`config.mk`:
```
export PLATFORM = sky130hd
export DESIGN_NAME = bus_master_flat
export DESIGN_NICKNAME = d
export VERILOG_FILES = /design/src/rtl/bus_master_if.sv /design/src/rtl/bus_master.sv /design/src/flat_wrapper.sv
export SDC_FILE = /design/constraint.sdc
export NUM_CORES = 1
export LEC_CHECK = 0
export BUFFER_PORTS_ARGS = -buffer_cell sky130_fd_sc_hd__buf_4
export CORE_MARGIN = 4
export CORE_UTILIZATION = 50
export DETAILED_ROUTE_END_ITERATION = 8
export PLACE_DENSITY = 0.85
export SYNTH_ARGS = -nofsm -noshare
export SYNTH_HDL_FRONTEND = slang
export SYNTH_SLANG_ARGS = --single-unit
```
`constraint.sdc`:
```
create_clock -name clk -period 2.2 [get_ports clk]
set_input_delay 0.11 -clock clk [delete_from_list [all_inputs] [get_ports clk]]
set_output_delay 0.11 -clock clk [all_outputs]
set_load 0.005 [all_outputs]
```
`src/rtl/bus_master_if.sv`:
```
// Core-side request bundle plus the shared tri-state system bus.
// The bus resolves master and responder drive enables in one place.
interface bus_master_if;
  logic        req;
  logic        we;
  logic [31:0] addr;
  logic [31:0] wdata;
  logic        ready;
  logic        done;
  logic [31:0] rdata;
  logic        load;
  logic        rd;
  logic        wr;

  logic        m_oe;
  logic [31:0] m_out;
  logic        s_oe;
  logic [31:0] s_out;
  logic        bus_oe;
  logic [31:0] bus_val;
  wire  [31:0] bus;

  assign bus_oe  = m_oe | s_oe;
  assign bus_val = m_oe ? m_out : s_out;
  assign bus     = bus_oe ? bus_val : 'z;

  modport master (
    input  req, we, addr, wdata, bus,
    output ready, done, rdata,
    output load, rd, wr,
    output m_oe, m_out
  );

  modport slave (
    input  load, rd, wr, bus,
    output s_oe, s_out
  );
endinterface

```
`src/rtl/bus_master.sv`:
```
// Single-word initiator for the shared tri-state system bus:
// address-load, then read (with wait states) or write strobe.
module bus_master #(
  parameter int unsigned READ_WAIT = 0,
  parameter int unsigned ADDR_W    = 32
) (
  input  logic         clk,
  input  logic         rst,
  bus_master_if.master m
);
  localparam logic [2:0] S_IDLE  = 3'd0;
  localparam logic [2:0] S_ADDR  = 3'd1;
  localparam logic [2:0] S_READ  = 3'd2;
  localparam logic [2:0] S_WRITE = 3'd3;
  localparam logic [2:0] S_DONE  = 3'd4;

  logic [2:0]        state_q, state_d;
  logic [3:0]        cnt_q, cnt_d;
  logic [ADDR_W-1:0] addr_q, addr_d;
  logic [ADDR_W-1:0] wdata_q, wdata_d;
  logic [ADDR_W-1:0] rdata_q, rdata_d;
  logic              we_q, we_d;
  logic              load_s, rd_s, wr_s;

  always_comb begin
    state_d = state_q;
    cnt_d   = cnt_q;
    addr_d  = addr_q;
    wdata_d = wdata_q;
    rdata_d = rdata_q;
    we_d    = we_q;
    case (state_q)
      S_IDLE: begin
        if (m.req) begin
          addr_d  = m.addr;
          wdata_d = m.wdata;
          we_d    = m.we;
          state_d = S_ADDR;
        end
      end
      S_ADDR: begin
        cnt_d   = 4'(READ_WAIT);
        state_d = we_q ? S_WRITE : S_READ;
      end
      S_READ: begin
        if (cnt_q != 4'd0) begin
          cnt_d = cnt_q - 4'd1;
        end else begin
          rdata_d = m.bus;
          state_d = S_DONE;
        end
      end
      S_WRITE: state_d = S_DONE;
      S_DONE:  state_d = S_IDLE;
      default: state_d = S_IDLE;
    endcase
  end

  always_ff @(posedge clk) begin
    if (rst) begin
      state_q <= S_IDLE;
      cnt_q   <= '0;
      addr_q  <= '0;
      wdata_q <= '0;
      rdata_q <= '0;
      we_q    <= 1'b0;
    end else begin
      state_q <= state_d;
      cnt_q   <= cnt_d;
      addr_q  <= addr_d;
      wdata_q <= wdata_d;
      rdata_q <= rdata_d;
      we_q    <= we_d;
    end
  end

  // rst kills wr in the same cycle so a write cut by reset never commits
  assign load_s = (state_q == S_ADDR);
  assign rd_s   = (state_q == S_READ);
  assign wr_s   = (state_q == S_WRITE) & ~rst;

  assign m.ready = (state_q == S_IDLE);
  assign m.done  = (state_q == S_DONE);
  assign m.rdata = rdata_q;
  assign m.load  = load_s;
  assign m.rd    = rd_s;
  assign m.wr    = wr_s;
  assign m.m_oe  = load_s | wr_s;
  assign m.m_out = load_s ? addr_q : wdata_q;
endmodule

```
`src/flat_wrapper.sv`:
```
// flat-port wrapper written by rule: the top's interface ports become plain ports
module bus_master_flat 
#(
  parameter int unsigned READ_WAIT = 0,
  parameter int unsigned ADDR_W    = 32
)
  (clk, rst, m_req, m_we, m_addr, m_wdata, m_ready, m_done, m_rdata, m_load, m_rd, m_wr, m_m_oe, m_m_out);
  bus_master_if m_i ();
  input  logic clk;
  input  logic rst;
  input wire logic [$bits(m_i.req)-1:0] m_req;
  input wire logic [$bits(m_i.we)-1:0] m_we;
  input wire logic [$bits(m_i.addr)-1:0] m_addr;
  input wire logic [$bits(m_i.wdata)-1:0] m_wdata;
  output wire logic [$bits(m_i.ready)-1:0] m_ready;
  output wire logic [$bits(m_i.done)-1:0] m_done;
  output wire logic [$bits(m_i.rdata)-1:0] m_rdata;
  output wire logic [$bits(m_i.load)-1:0] m_load;
  output wire logic [$bits(m_i.rd)-1:0] m_rd;
  output wire logic [$bits(m_i.wr)-1:0] m_wr;
  output wire logic [$bits(m_i.m_oe)-1:0] m_m_oe;
  output wire logic [$bits(m_i.m_out)-1:0] m_m_out;
  assign m_i.req = m_req;
  assign m_i.we = m_we;
  assign m_i.addr = m_addr;
  assign m_i.wdata = m_wdata;
  assign m_ready = m_i.ready;
  assign m_done = m_i.done;
  assign m_rdata = m_i.rdata;
  assign m_load = m_i.load;
  assign m_rd = m_i.rd;
  assign m_wr = m_i.wr;
  assign m_m_oe = m_i.m_oe;
  assign m_m_out = m_i.m_out;
  bus_master #(.READ_WAIT(READ_WAIT), .ADDR_W(ADDR_W)) u_core (.clk(clk), .rst(rst), .m(m_i));
endmodule
```
==> run summary <==
DIE WIDTH - 99.5 µm
Post-synth design cell area - 4190 µm²
Post-synthesis compound-gate area fraction - 16.9%
Critical Path RT - 2.09 ns
WP data arrival - 1.88 ns
Unrepaired setup endpoints after global routing - no
Routed Antenna Nets - 0
Power Density - 682 nW/µm²
Crit path kind - flop to primary output
Largest net degree at the start of global routing - 55
# DRC - 0
Library cells used by synthesis - 28
Fin util - 72.7%
Final Hold Viols - 0
Clk root buf - clkbuf_8
Starting Density - 51.2%
Worst path cell trace - or3b_2, buf_4, nand2_1, nand2_1, buf_4
Post-Layout Cell Count - 843
GRT Util Overall - 23.9%
Die height - 99.5 µm
Synth Area per Inst - 7.28 µm²
Final net count - 802
Worst Skew - 0.0114 ns
GP Congestion - 0.816
DRT Pass-1 Iters - 5
XOR/XNOR share of the synthesized area - 0%
Critical-path top delay cell - or3b_2
Outcome - completed
Register bit total from synthesis - 104
Vias per std cell - 5.30
Critical Path Sink Type - primary output
Clock buffer depth - 2
Simple-gate share of the synthesized area - 27.7%
Tightest Pin Transition - 0.623 ns
Depth of the CTS H-tree - 3
Most frequent cells in the layout - nand2_1, buf_4, dfxtp_1, a21oi_1, dlygate4sd3_1
TritonCTS Buffers - 9
I/O pin cnt - 138
Max FO, Critical Path - 33
Clock transition at the registers of the reported paths - 0.09 ns
Via count - 4466
Layout cells sized above 1 - 24.0%
Setup ws final - 0.206 ns
Fmax achieved - 0.501 GHz
Largest family of logic cells by synthesized area - simple AND/OR/NAND/NOR gates
Clk_lat worst skew - 0.36 ns
Vias in the first global route - 4139
Post-Place Worst Slack - 0.336 ns
Final min period - 1.99 ns
Max_cap viols - 0
Area after DPL - 5270 µm²
Mux cell area share after synthesis - 0%
Sequential element share of the synthesized area - 49.7%
Mapped Cells - 575
Syn Nets - 644
Critical path's top delay family - simple AND/OR/NAND/NOR gates
Max-slew violation count - 0
R2R setup slack - 0.32 ns
YS warnings - 33
Port Buffers - 137
CP bufs+invs - 2
Clock sink count - 104
Placed cell count - 784
M2 GR Usage - 41.8%
DRC marker count from the first detailed-route iteration - 307
CP peak stage delay - 0.48 ns
Adder-Cell Fraction of Synth Area - 0.299%
HP Class - primary input to flop
Hold Startpoint - m_addr[14]
Setup bufs post-CTS - 0
Sequential cell area - 2080 µm²
CTS Hold Bufs - 41
Global route hottest layer - met2
CTS tree - built
Post-cts sizing count - 0
Initial antenna violation count - 0
Reg2reg end - u_core.addr_q[2]
Worst hold stages - 3
Hold path endpoint - u_core.addr_q[14]
Area growth from synthesis to layout - 42.0%
Final instance area - 5940 µm²
Met3 usage - 4.00%
VDD IR max - 0.000384 V
Overflow after GRT - 0
Final worst-path cycle share - 90.7%
Die area - 9900 µm²
GR Layer Usage met1 - 30.0%
Drt total wl - 12100 µm
DP HPWL - 8090 µm
Global-route wire length before repair - 19300 µm
Wirelength per Cell - 14.3 µm
Setup_tns - 0 ns
Diode count - 0
Worst r2r src - u_core.state_q[2]
R2R depth - 4
Multi-input gate area - 1890 µm²
Startpoint Class - flop
Fill cell count - 657
Slew HR - 58.4%
Core footprint - 8180 µm²
Static leakage - 0.00260 µW
Num rows - 33
Most common cell after layout, fill and taps aside - nand2_1
Setup-failing EPs final - 0
[worst min-delay path: stages]
cell and delay (ns):
buf_4 0.11, nand2_1 0.05, a21oi_1 0.05
[metrics by stage]
step                      hold WS, ns  total power (µW)
after floorplan                 0.246              2350
after global placement          0.360              2600
after detailed placement        0.366              2620
after CTS                    0.000739              4060
after global routing          0.00491              4220
final                         0.00716              4050
[metal layers]
metal	share of wire [%]	vias to the layer above
li1	-	2202
met1	41	2074
met2	51	178
met3	7.5	12
met4	1.1	0
met5	0	-
[worst max-delay path by stage]
stage / from / end / slack (ns) / depth (start not counted)
global placement: u_core.state_q[2] / u_core.wdata_q[14] / 0.39 / 4
detailed placement: u_core.state_q[2] / u_core.addr_q[2] / 0.34 / 4
CTS: u_core.state_q[0] / m_m_out[25] / 0.19 / 5
finish: u_core.state_q[0] / m_m_out[25] / 0.21 / 5
global route: u_core.state_q[0] / m_m_out[6] / 0.08 / 5
floorplan: u_core.state_q[2] / u_core.addr_q[10] / 0.50 / 5
[state kept, by name (all words and copies together) (netlist names)]
signal,count
u_core.addr_q,32
u_core.cnt_q,4
u_core.m.rdata,32
u_core.state_q,3
u_core.wdata_q,32
u_core.we_q,1
[cell type report]
| class | count | area share (%) |
|---|---|---|
| Timing Repair Buffer | 195 | 26.4 |
| Multi-Input combinational cell | 417 | 31.8 |
| Tap cell | 105 | 2.21 |
| Inverter | 6 | 0.379 |
| Sequential cell | 104 | 35.0 |
| Clock buffer | 11 | 2.38 |
| Clock inverter | 5 | 1.75 |
[cells by family (layout without fill, tap and decap cells)]
group | after synthesis | in the layout
fa+ha+maj | 1 | 1
simple gates | 278 | 278
buf+inv | 54 | 217
flops | 104 | 104
compound gates | 138 | 138
[where the power goes]
part | switching, µW | internal, µW | total [µW]
Clock | 617 | 788 | 1410
Combinational | 310 | 304 | 613
Sequential | 61.4 | 1970 | 2030
[Yosys cell counts, drive strengths merged]
master  count  area [µm²]
a211oi      2        20.0
a21oi     100         500
a31o        1        8.76
buf        13        71.3
clkbuf     35         131
clkinv      1        3.75
dfxtp     104        2080
ha          1        12.5
inv         5        18.8
nand2     226         848
nand3      32         160
nor2        1        3.75
nor3        3        15.0
nor3b       2        15.0
nor4        2        12.5
nor4b       2        17.5
nor4bb      1        10.0
o211ai      1        7.51
o21ai      34         170
or2         1        6.26
or3         2        12.5
or3b        3        28.8
or4         2        18.8
or4b        1        10.0
Note: power is estimated with default switching activity, not from simulation.
